[config.mk]
export PLATFORM = sky130hd
export DESIGN_NAME = seq_bit_serializer_flat
export DESIGN_NICKNAME = d
export VERILOG_FILES = /design/src/rtl/seq_pkg.sv /design/src/rtl/seq_bit_serializer_if.sv /design/src/rtl/seq_hold_buf.sv /design/src/rtl/seq_bit_serializer.sv /design/src/flat_wrapper.sv
export SDC_FILE = /design/constraint.sdc
export NUM_CORES = 1
export LEC_CHECK = 0
export ABC_CLOCK_PERIOD_IN_PS = 2850
export CAP_MARGIN = 0
export CORE_MARGIN = 2
export CORE_UTILIZATION = 35
export DETAILED_ROUTE_END_ITERATION = 8
export PLACE_DENSITY = 0.67
export SLEW_MARGIN = 10
export SYNTH_ARGS = -nofsm -noshare
export SYNTH_HDL_FRONTEND = slang
export SYNTH_SLANG_ARGS = --single-unit
export TNS_END_PERCENT = 50
[constraint.sdc]
create_clock -name clk -period 2.85 [get_ports clk]
set_input_delay 0.7125 -clock clk [delete_from_list [all_inputs] [get_ports clk]]
set_output_delay 0.7125 -clock clk [all_outputs]
set_load 0.02 [all_outputs]
[src/rtl/seq_pkg.sv]
// Shared definitions for the sequence-detector feeder path: FSM state encodings
// and the default serial word width.
package seq_pkg;

   typedef enum logic {
      ST_IDLE  = 1'b0,
      ST_SHIFT = 1'b1
   } seq_state_e;

   localparam int SEQ_WORD_W = 8;

endpackage

[src/rtl/seq_bit_serializer_if.sv]
// Parallel-in / serial-out bundle between an upstream word source (master)
// and the bit serializer (slave).
interface seq_bit_serializer_if
   import seq_pkg::*;
#(
   parameter int WIDTH = SEQ_WORD_W
) ();

   logic [WIDTH-1:0] din;
   logic             din_valid;
   logic             din_ready;
   logic             ser_out;
   logic             ser_valid;
   logic             last_bit;
   logic             busy;

   modport master (
      output din, din_valid,
      input  din_ready, ser_out, ser_valid, last_bit, busy
   );

   modport slave (
      input  din, din_valid,
      output din_ready, ser_out, ser_valid, last_bit, busy
   );

endinterface

[src/rtl/seq_hold_buf.sv]
// One-entry holding register for the next word. ready_q is kept as its own flop
// so the upstream ready signal never passes through logic.
module seq_hold_buf #(
   parameter int WIDTH = 8
) (
   input  logic             clk,
   input  logic             rst_n,
   input  logic             wr,
   input  logic             pop,
   input  logic [WIDTH-1:0] wdata,
   output logic [WIDTH-1:0] rdata,
   output logic             buf_valid,
   output logic             ready
);

   logic [WIDTH-1:0] data_q, data_d;
   logic             valid_q, valid_d;
   logic             ready_q, ready_d;

   // Next-state for the entry; pop and write never coincide because a write
   // needs ready, which is low while the entry is occupied.
   always_comb begin
      data_d  = data_q;
      valid_d = valid_q;
      if (pop) begin
         valid_d = 1'b0;
      end else if (wr) begin
         data_d  = wdata;
         valid_d = 1'b1;
      end else begin
         valid_d = valid_q;
      end
      ready_d = ~valid_d;
   end

   // Entry storage.
   always_ff @(posedge clk or negedge rst_n) begin
      if (!rst_n) begin
         data_q  <= {WIDTH{1'b0}};
         valid_q <= 1'b0;
         ready_q <= 1'b1;
      end else begin
         data_q  <= data_d;
         valid_q <= valid_d;
         ready_q <= ready_d;
      end
   end

   assign rdata     = data_q;
   assign buf_valid = valid_q;
   assign ready     = ready_q;

endmodule

[src/rtl/seq_bit_serializer.sv]
// Word-to-bit serializer feeding the sequence detector. A holding buffer keeps
// back-to-back words gapless; every output is taken straight from a flop.
module seq_bit_serializer
   import seq_pkg::*;
#(
   parameter int   WIDTH     = SEQ_WORD_W,
   parameter bit   MSB_FIRST = 1'b1,
   parameter logic IDLE_BIT  = 1'b0
) (
   input  logic                 clk,
   input  logic                 rst_n,
   seq_bit_serializer_if.slave  bus
);

   localparam int             CW        = $clog2(WIDTH);
   localparam logic [CW-1:0]  LAST_CNT  = CW'(WIDTH - 1);
   localparam int             OUT_IDX   = MSB_FIRST ? WIDTH - 1 : 0;
   localparam logic [WIDTH-1:0] IDLE_WORD = {WIDTH{IDLE_BIT}};

   seq_state_e       state_q, state_d;
   logic [CW-1:0]    cnt_q, cnt_d;
   logic [WIDTH-1:0] shreg_q, shreg_d;
   logic             last_q, last_d;
   logic             busy_q, busy_d;

   logic             accept_s, last_s, wr_s, pop_s;
   logic             buf_valid_s, ready_s;
   logic [WIDTH-1:0] buf_data_s;

   seq_hold_buf #(.WIDTH(WIDTH)) u_hold_buf (
      .clk       (clk),
      .rst_n     (rst_n),
      .wr        (wr_s),
      .pop       (pop_s),
      .wdata     (bus.din),
      .rdata     (buf_data_s),
      .buf_valid (buf_valid_s),
      .ready     (ready_s)
   );

   assign accept_s = bus.din_valid & ready_s;
   assign last_s   = (state_q == ST_SHIFT) && (cnt_q == LAST_CNT);

   // Next state, counter and shift register. Going idle refills the shift
   // register with IDLE_BIT so ser_out can stay a plain flop output.
   always_comb begin
      state_d = state_q;
      cnt_d   = cnt_q;
      shreg_d = shreg_q;
      wr_s    = 1'b0;
      pop_s   = 1'b0;
      case (state_q)
         ST_IDLE: begin
            if (accept_s) begin
               state_d = ST_SHIFT;
               cnt_d   = {CW{1'b0}};
               shreg_d = bus.din;
            end else begin
               shreg_d = IDLE_WORD;
            end
         end
         ST_SHIFT: begin
            if (!last_s) begin
               cnt_d = cnt_q + CW'(1);
               wr_s  = accept_s;
               if (MSB_FIRST) begin
                  shreg_d = {shreg_q[WIDTH-2:0], IDLE_BIT};
               end else begin
                  shreg_d = {IDLE_BIT, shreg_q[WIDTH-1:1]};
               end
            end else if (buf_valid_s) begin
               pop_s   = 1'b1;
               cnt_d   = {CW{1'b0}};
               shreg_d = buf_data_s;
            end else if (accept_s) begin
               cnt_d   = {CW{1'b0}};
               shreg_d = bus.din;
            end else begin
               state_d = ST_IDLE;
               cnt_d   = {CW{1'b0}};
               shreg_d = IDLE_WORD;
            end
         end
         default: begin
            state_d = ST_IDLE;
            cnt_d   = {CW{1'b0}};
            shreg_d = IDLE_WORD;
         end
      endcase
      last_d = (state_d == ST_SHIFT) && (cnt_d == LAST_CNT);
      busy_d = (state_d == ST_SHIFT) | wr_s | (buf_valid_s & ~pop_s);
   end

   // FSM, counter, shift register and registered status outputs.
   always_ff @(posedge clk or negedge rst_n) begin
      if (!rst_n) begin
         state_q <= ST_IDLE;
         cnt_q   <= {CW{1'b0}};
         shreg_q <= IDLE_WORD;
         last_q  <= 1'b0;
         busy_q  <= 1'b0;
      end else begin
         state_q <= state_d;
         cnt_q   <= cnt_d;
         shreg_q <= shreg_d;
         last_q  <= last_d;
         busy_q  <= busy_d;
      end
   end

   assign bus.ser_out   = shreg_q[OUT_IDX];
   assign bus.ser_valid = (state_q == ST_SHIFT);
   assign bus.last_bit  = last_q;
   assign bus.busy      = busy_q;
   assign bus.din_ready = ready_s;

endmodule

[src/flat_wrapper.sv]
// flat-port wrapper written by rule: the top's interface ports become plain ports
module seq_bit_serializer_flat import seq_pkg::*;
#(
   parameter int   WIDTH     = SEQ_WORD_W,
   parameter bit   MSB_FIRST = 1'b1,
   parameter logic IDLE_BIT  = 1'b0
)
  (clk, rst_n, bus_din, bus_din_valid, bus_din_ready, bus_ser_out, bus_ser_valid, bus_last_bit, bus_busy);
  seq_bit_serializer_if #(.WIDTH(WIDTH)) bus_i ();
  input  logic clk;
  input  logic rst_n;
  input wire logic [$bits(bus_i.din)-1:0] bus_din;
  input wire logic [$bits(bus_i.din_valid)-1:0] bus_din_valid;
  output wire logic [$bits(bus_i.din_ready)-1:0] bus_din_ready;
  output wire logic [$bits(bus_i.ser_out)-1:0] bus_ser_out;
  output wire logic [$bits(bus_i.ser_valid)-1:0] bus_ser_valid;
  output wire logic [$bits(bus_i.last_bit)-1:0] bus_last_bit;
  output wire logic [$bits(bus_i.busy)-1:0] bus_busy;
  assign bus_i.din = bus_din;
  assign bus_i.din_valid = bus_din_valid;
  assign bus_din_ready = bus_i.din_ready;
  assign bus_ser_out = bus_i.ser_out;
  assign bus_ser_valid = bus_i.ser_valid;
  assign bus_last_bit = bus_i.last_bit;
  assign bus_busy = bus_i.busy;
  seq_bit_serializer #(.WIDTH(WIDTH), .MSB_FIRST(MSB_FIRST), .IDLE_BIT(IDLE_BIT)) u_core (.clk(clk), .rst_n(rst_n), .bus(bus_i));
endmodule
# Yosys cells after proc, flatten, opt, wreduce, memory -nomap -nowiden
# Cells that the tools add are included.
dict set report op_classes {
  n_addsub 1
  n_mul 0
  div_mod_pow 0
  magnitude_cmp 0
  n_eq_ne 2
  shift 0
  muxes 18
  bitwise 7
  reduce_logical 3
}
# operator n
set op_table {}
lappend op_table {{8-bit two-way mux} 3}
lappend op_table {{8-bit one-hot mux with 2 select lines} 1}
lappend op_table {{1-bit two-way mux} 10}
lappend op_table {{3-bit == test (second input constant)} 2}
lappend op_table {{3-bit two-way mux} 2}
lappend op_table {{3-bit one-hot mux with 2 select lines} 1}
lappend op_table {{3-bit by 1-bit adder with 3-bit output (second input constant)} 1}
lappend op_table {{1-bit NOT} 3}
lappend op_table {{1-bit bitwise AND} 2}
lappend op_table {{1-bit logical AND} 2}
lappend op_table {{1-bit bitwise OR} 2}
lappend op_table {{1-bit one-hot mux with 2 select lines} 1}
lappend op_table {{2-bit AND reduction} 1}
dict set report word_totals {
  reg_bits 24
  latchBits 0
  mem_bits_rw 0
  rom_bits 0
  input_bits 11
  out_inout_bits 5
  wordCells 39
  memories 0
}

# Longest topological paths before layout
# Gate-level depths: netlist of run 1.
dict set report depth {
  word_depth 7
  ltp_mapped 6
  ltp_nobuf 5
}

# Hierarchy
# Synthesis of run 1 repeated with hierarchy kept, for this count alone.
dict set report unflattened {
  hier_cells 75
  area_unflattened_um2 1036.0
}
# module instances cells_per_inst area_each_um2 seq_area_each_um2
set modules_own_cells {}
lappend modules_own_cells {seq_bit_serializer 1 52 625.6 350.3}
lappend modules_own_cells {seq_hold_buf 1 23 410.4 251.5}

# Worst setup path after synthesis of run 1
# OpenSTA, ideal clock, no wires.
dict set report synth_timing {
  path_kind {register to register}
  start {reg u_core.cnt_q[0]}
  end {reg u_core.u_hold_buf.data_q[0] (netlist: u_core.u_hold_buf.rdata[0])}
  setup_ps 128
  t_arrival_ps 1495
  t_required_ps 2722
  path_slack_ps 1227
  stages_incl_launch_ff 7
  path_buffers 1
  period_less_slack_ps 1623
  cell_sequence {dfrtp_1 > ha_1 > ha_1 > nor2b_1 > buf_4 > nand3_4 > mux2_1}
}
dict set report synth_via {
  elab_chain_len 6
  elab_cells_between_ends 8
  cone_classes {1 x eq/ne; 4 x mux; 1 x bitwise; 2 x reduce/logical}
}
# element line_no
set synth_lines {}
lappend synth_lines {{start, declared} seq_bit_serializer.sv:21} ;# logic [CW-1:0] cnt_q, cnt_d;
lappend synth_lines {{start signal, assigned} seq_bit_serializer.sv:98} ;# cnt_q <= {CW{1'b0}};
lappend synth_lines {{start signal, assigned} seq_bit_serializer.sv:104} ;# cnt_q <= cnt_d;
lappend synth_lines {{3-bit == test (*)} seq_bit_serializer.sv:42} ;# assign last_s = (state_q == ST_SHIFT) && (cnt_q == LAST_CNT);
lappend synth_lines {{1-bit logical AND (*)} seq_bit_serializer.sv:42}
lappend synth_lines {{1-bit two-way mux} seq_bit_serializer.sv:63} ;# if (!last_s) begin
lappend synth_lines {{1-bit two-way mux} seq_bit_serializer.sv:52} ;# case (state_q)
lappend synth_lines {{1-bit NOT} --}
lappend synth_lines {{2-bit AND reduction (no line) (*)} --}
lappend synth_lines {{end signal, assigned} seq_hold_buf.sv:39} ;# data_q <= {WIDTH{1'b0}};
lappend synth_lines {{end signal, assigned} seq_hold_buf.sv:43} ;# data_q <= data_d;
lappend synth_lines {{end, declared} seq_hold_buf.sv:16} ;# logic [WIDTH-1:0] data_q, data_d;
# Every way passes the cells marked *; elsewhere a longest branch is shown, timed or not.
# A chain may end at the register's enable or synchronous reset.

# Worst setup path after layout of run 1
dict set report layout_timing {
  start {reg u_core.state_q (netlist: u_core.bus.ser_valid)}
  end {out bus_ser_valid}
}
# element line_no
set layout_rtl {}
lappend layout_rtl {{start, declared} seq_bit_serializer.sv:20} ;# seq_state_e state_q, state_d;
lappend layout_rtl {{start signal, assigned} seq_bit_serializer.sv:103} ;# state_q <= state_d;
lappend layout_rtl {{end, declared} flat_wrapper.sv:16} ;# output wire logic [$bits(bus_i.ser_valid)-1:0] bus_ser_valid;
# No word-level cell between the ends.

==> results of run 1 <==
[power groups by stage]
| stage | Combinational, mW | Clock, mW | Sequential, mW |
|---|---|---|---|
| floorplan | 0.331 | 0 | 0.583 |
| global placement | 0.432 | 0 | 0.591 |
| detailed placement | 0.449 | 0 | 0.598 |
| CTS | 0.448 | 0.251 | 0.591 |
| global route | 0.492 | 0.267 | 0.611 |
| finish | 0.441 | 0.240 | 0.592 |
[per-layer routing]
| metal | vias to the layer above | global-route usage (%) | wire length [um] |
|---|---|---|---|
| met2 | 16 | 17.9 | 769 |
| li1 | 315 | - | - |
| met4 | 0 | 5.98 | 19 |
| met3 | 2 | 3.57 | 86 |
| met5 | - | 0 | 0 |
| met1 | 338 | 16.5 | 849 |
[worst max-delay path by stage]
stage | to | cells past startpoint | slack (ns) | start
after floorplan | u_core.u_hold_buf.rdata[0] | 6 | 1.23 | u_core.cnt_q[0]
after detailed placement | u_core.shreg_q[1] | 4 | 0.77 | bus_din_valid
after global placement | u_core.shreg_q[7] | 4 | 0.82 | bus_din_valid
after CTS | bus_ser_valid | 1 | 0.57 | u_core.bus.ser_valid
final | bus_ser_valid | 1 | 0.60 | u_core.bus.ser_valid
after global routing | bus_ser_valid | 1 | 0.48 | u_core.bus.ser_valid
[per-stage QoR]
| stage | setup slack [ns] | hold WS (ns) |
|---|---|---|
| floorplan | 1.23 | 0.417 |
| global placement | 0.823 | 0.462 |
| detailed placement | 0.770 | 0.471 |
| CTS | 0.574 | 0.502 |
| global route | 0.479 | 0.513 |
| finish | 0.602 | 0.499 |
[synth_stat cells]
library cell  count  share of area, %
dfrtp_1          23                56
a221o_1           7               6.9
and3_1            7               4.3
nand2_1           5               1.8
mux2_1            4               4.4
mux2_2            4               4.4
o21ai_0           3               1.5
buf_6             2               2.2
ha_1              2               2.5
nand2b_1          2               1.2
nor2b_1           2               1.2
a21oi_2           1              0.86
a22o_1            1              0.86
a31oi_1           1              0.61
a32o_1            1              0.98
and2_4            1              0.86
and4b_1           1              0.98
buf_4             1              0.74
clkbuf_1          1              0.37
dfstp_2           1               2.6
inv_1             1              0.37
nand3_4           1               1.7
nand3b_1          1              0.74
or2_2             1              0.61
or3b_2            1              0.86
[sequential cells by signal, summed over array words and instances (netlist names)]
name                         flops
u_core.u_hold_buf.buf_valid      1
u_core.bus.last_bit              1
u_core.shreg_q                   8
u_core.bus.ser_valid             1
u_core.u_hold_buf.rdata          8
u_core.bus.busy                  1
u_core.u_hold_buf.ready          1
u_core.cnt_q                     3
[cells in the final DEF, fill, tap and decap left out, drive strengths merged, types with 2 or more instances in the layout]
| cell type | instances |
|---|---|
| dfrtp | 23 |
| clkdlybuf4s50 | 15 |
| mux2 | 8 |
| and3 | 7 |
| a221o | 7 |
| nand2 | 5 |
| o21ai | 3 |
| clkbuf | 3 |
| nor2b | 2 |
| nand2b | 2 |
| ha | 2 |
| buf | 2 |
[final cells by class]
class / count / area [um2] / share of cell area, %
repair buffers: 17 / 165 / 13.3
clock inverters: 1 / 30.0 / 2.42
clock buffers: 3 / 22.5 / 1.81
inverters: 1 / 3.75 / 0.302
flip-flops and latches: 24 / 602 / 48.4
well taps: 31 / 38.8 / 3.12
multi-input cells: 46 / 380 / 30.6
[logic make-up after synthesis]
group,Yosys count,share of synthesized area (%)
flops,24,59.0
simple gates,22,14.4
fa+ha+maj,2,2.45
mux,8,8.83
compound gates,14,11.7
buf+inv,5,3.68
==> impl_metrics.tcl, run 1 <==
set metrics [dict create \
    status "finished clean" \
    worstMarginPinSlew_ns 0.383 \
    fin_area_um2 1240 \
    fin_crit_sh_pct 78.9 \
    wl_per_cell_um 14.0 \
    cp_top_family "buffers and inverters" \
    fin_skew_ns 0.00397 \
    synth_cell_types 25 \
    ctsLongestPathBuffers 2 \
    port_buffers 15 \
    final_cells 123 \
    yosysSeqAreaShare_pct 59.0 \
    die_w_um 58.0 \
    grt_util_all_layers_pct 12.2 \
    routed_via_density 5.46 \
    gp_congestion 0.801 \
    area_growth_syn_to_layout_pct 21.8 \
    slew_viol_final 0 \
    pwr-share-seq_pct 46.5 \
    placed_cell_area_um2 1190 \
    route.detailed.drc 0 \
    yosysWarnings 0 \
    setup_viol_count_final 0 \
    max_freq_mhz 445 \
    netlist_area_um2 1020 \
    worstSetupStartpointType "flop" \
    dieArea_um2 3360 \
    max_stage_delay_ns 0.67 \
    holdPathStages 1 \
    leakage_nw 0.569 \
    hold_violations 0 \
    core_area_um2 2760 \
    crit_type "flop to primary output" \
    overflow 0 \
    worst_ep_arrival_time_ns 1.54 \
    ys_ff_latch 24 \
    fillCellCount 273 \
    ctsResizeCount 0 \
    cp_max_fo 12 \
    grt_max_degree 25 \
    die_y_um 58.0 \
    first_pass_iters 4 \
    avgSynthCellArea_um2 13.6 \
    pwr-share-comb_pct 34.7 \
    internal_power_uw 873 \
    peakVddDrop_v 0.000506 \
    power.total_mw 1.27 \
    via_count 671 \
    antennaDiodeCount 0 \
    final_util_pct 45.1 \
    cp.required_ns 2.14 \
    reg2reg_to "u_core.u_hold_buf.rdata[5]" \
    rows 19 \
    holdPathEnd "u_core.shreg_q[4]" \
    synth_nets 88 \
    clock_sinks 24 \
    numCtsBuffers 3 \
    power.density_nw_per_um2 1020 \
    reg2regPathDepth 5 \
    detailed_place_hpwl_um 1200 \
    cts-root-buf "clkbuf_4" \
    hold_path.class "flop to flop" \
    routed_wl_um 1720 \
    netlist_instances 75 \
    rsz0062_at_grt "no" \
    swShare_pct 31.4 \
    hold_path_startpoint "u_core.shreg_q[3]" \
    ff2ff_setup_slack_ns 1.09 \
    antenna_found_initial 0 \
    clkTransAtPathRegs_ns 0.13 \
    cp_num_buf_inv 1 \
    tritoncts "built" \
    insertion_delay_ns 0.31 \
    ios 16 \
    layout_min_cycle_time_ns 2.25 \
    fin_nets 106 \
    grt_pass1_vias 624 \
    cts_setup_buffers 0 \
    htreeDepth 1 \
    initial_core_util_pct 37.0 \
    path_cells "clkdlybuf4s50_1" \
    max-cap-violations 0 \
    dp_cells 119 \
    antenna_left 0 \
    drtIter0Drc 10 \
    maxSlewHeadroom_pct 74.5 \
    tns_ns 0 \
    switchingPower_uw 400 \
    power_frac_clock_pct 18.9 \
    holdBufCountCts 0 \
    crit_slowest_cell "clkdlybuf4s50_1" \
    r2r_start "u_core.cnt_q[0]" \
    drive_gt1_share_pct 17.4 \
    grt_pass1_wl_um 3020 \
    end_kind "primary output" \
]
Power figures use the tool's default switching activity.
==> inputs of run 2 (changes only) <==
--- a/config.mk
+++ b/config.mk
@@ -5,12 +5,12 @@
 export SDC_FILE = /design/constraint.sdc
 export NUM_CORES = 1
 export LEC_CHECK = 0
-export ABC_CLOCK_PERIOD_IN_PS = 2850
+export ABC_CLOCK_PERIOD_IN_PS = 2000
 export CAP_MARGIN = 0
 export CORE_MARGIN = 2
 export CORE_UTILIZATION = 35
 export DETAILED_ROUTE_END_ITERATION = 8
-export PLACE_DENSITY = 0.67
+export PLACE_DENSITY = 0.69
 export SLEW_MARGIN = 10
 export SYNTH_ARGS = -nofsm -noshare
 export SYNTH_HDL_FRONTEND = slang
==> constraint.sdc (replaced) <==
create_clock -name clk -period 2 [get_ports clk]
set_input_delay 0.5 -clock clk [delete_from_list [all_inputs] [get_ports clk]]
set_output_delay 0.5 -clock clk [all_outputs]
set_load 0.02 [all_outputs]
==> run 2 against run 1 <==
Compared with the run above: hold slack better by 0.0014 ns; first-iteration DRC count up 70%; combinational power up 51%; clock power up 6%; global-route usage up 0.13 points; worst setup slack worse by 0.40 ns; register-to-register slack worse by 0.88 ns; non-clock buffer count up 1; flip-flop and latch count unchanged; utilization down 0.36 points; cell count up 0.81%; final area down 0.81%; critical path type unchanged; largest cell class unchanged.
==> impl_metrics.tcl, run 2 (synthesis gave the netlist of run 1 again) <==
set metrics [dict create \
    fin_area_um2 1230 \
    die_y_um 58.0 \
    htreeDepth 1 \
    peakVddDrop_v 0.000841 \
    grt_util_all_layers_pct 12.3 \
    final_util_pct 44.7 \
    drtIter0Drc 17 \
    worstMarginPinSlew_ns 0.365 \
    die_w_um 58.0 \
    rows 19 \
    max-cap-violations 0 \
    path_cells "clkdlybuf4s50_1" \
    cts-root-buf "clkbuf_4" \
    fin_crit_sh_pct 90.0 \
    max_stage_delay_ns 0.61 \
    critPathLaunch "u_core.bus.ser_valid" \
    cts_setup_buffers 0 \
    hold_path.class "flop to flop" \
    clkTransAtPathRegs_ns 0.13 \
    port_buffers 15 \
    drive_gt1_share_pct 18.3 \
    first_pass_iters 4 \
    max_freq_mhz 556 \
    grt_pass1_wl_um 3090 \
    insertion_delay_ns 0.31 \
    rsz0062_at_grt "no" \
    worst-path-stages 1 \
    layout_min_cycle_time_ns 1.80 \
    grt_max_degree 25 \
    tns_ns 0 \
    routed_via_density 5.28 \
    antennaDiodeCount 0 \
    worstSetupStartpointType "flop" \
    setup_viol_count_final 0 \
    status "finished clean" \
    fin_skew_ns 0.00523 \
    setup_ws_ns 0.201 \
    cp_max_fo 3 \
    cp_num_buf_inv 1 \
    route.detailed.drc 0 \
    dieArea_um2 3360 \
    cp.required_ns 1.50 \
    gp_congestion 0.703 \
    area_growth_syn_to_layout_pct 20.9 \
    worst_ep_arrival_time_ns 1.30 \
    pre_cts_ws_ns 0.117 \
    reg2regPathDepth 5 \
    fin_nets 107 \
    wl_per_cell_um 14.2 \
    initial_core_util_pct 37.0 \
    numCtsBuffers 3 \
    placed_cell_area_um2 1200 \
    maxSlewHeadroom_pct 75.7 \
    crit_slowest_cell "clkdlybuf4s50_1" \
    tritoncts "built" \
    holdBufCountCts 0 \
    cp-endpoint "bus_ser_valid" \
    r2r_start "u_core.cnt_q[0]" \
    via_count 655 \
    antenna_left 0 \
    crit_type "flop to primary output" \
    clock_sinks 24 \
    end_kind "primary output" \
    ios 16 \
    ff2ff_setup_slack_ns 0.21 \
    detailed_place_hpwl_um 1220 \
    overflow 0 \
    leakage_nw 0.569 \
    final_cell_mix "dfrtp_1 (23), clkdlybuf4s50_1 (14), and3_1 (7), a221o_1 (7), nand2_1 (5)" \
    routed_wl_um 1760 \
    reg2reg_to "u_core.u_hold_buf.rdata[7]" \
    ctsResizeCount 1 \
    hold_violations 0 \
    slew_viol_final 0 \
    core_area_um2 2760 \
    cp_top_family "buffers and inverters" \
    ctsLongestPathBuffers 2 \
    antenna_found_initial 0 \
    power.density_nw_per_um2 1410 \
    grt_pass1_vias 706 \
    power.total_mw 1.73 \
    final_common_cell "dfrtp_1" \
]
run 2: cell count changes in the layout (fill, tap and decap cells not counted), sizes merged:
cell / delta
clkbuf: +1
bufinv: -1
clkdlybuf4s50: -1
buf: +1
dlygate4sd2: +1
run 2: cell type report:
type                            instances  area, um2
Fill cell                             269       1530
Sequential cell                        24        602
Multi-Input combinational cell         46        380
Timing Repair Buffer                   18        171
Tap cell                               31       38.8
Clock buffer                            4       36.3
Inverter                                1       3.75
run 2: stage by stage:
step | hold WS [ns] | cells
3_3_place_gp | 0.457 | 120
5_1_grt | 0.511 | 124
2_1_floorplan | 0.204 | 75
4_1_cts | 0.501 | 124
3_5_place_dp | 0.470 | 120
6_report | 0.501 | 124
run 2: how the worst min path moves through the flow:
stage / startpoint / endpoint / slack [ns] / depth (start not counted)
finish: u_core.shreg_q[1] / u_core.shreg_q[2] / 0.50 / 1
global route: u_core.shreg_q[1] / u_core.shreg_q[2] / 0.51 / 1
CTS: u_core.shreg_q[1] / u_core.shreg_q[2] / 0.50 / 1
detailed placement: u_core.shreg_q[2] / u_core.shreg_q[3] / 0.47 / 1
global placement: u_core.shreg_q[3] / u_core.shreg_q[4] / 0.46 / 1
floorplan: rst_n / u_core.bus.busy / 0.20 / 0
run 2: layer usage:
layer	up-vias	global-route usage (%)	share of wire [%]
met5	-	0	0
met4	0	6.98	1.3
met3	2	2.23	3.4
met2	12	20.3	51
met1	328	15.2	44
li1	313	-	-
run 2: report_power, final:
| group | internal, mW | switching (mW) | total [mW] |
|---|---|---|---|
| Combinational | 0.349 | 0.316 | 0.665 |
| Clock | 0.111 | 0.143 | 0.254 |
| Sequential | 0.698 | 0.115 | 0.814 |
==> inputs of run 3 (changes only) <==
--- a/config.mk
+++ b/config.mk
@@ -6,7 +6,7 @@
 export NUM_CORES = 1
 export LEC_CHECK = 0
 export ABC_CLOCK_PERIOD_IN_PS = 2000
-export CAP_MARGIN = 0
+export CAP_MARGIN = 5
 export CORE_MARGIN = 2
 export CORE_UTILIZATION = 35
 export DETAILED_ROUTE_END_ITERATION = 8
==> results of run 3 <==
No change in the layout: final DEF, timing and power equal those of run 2.
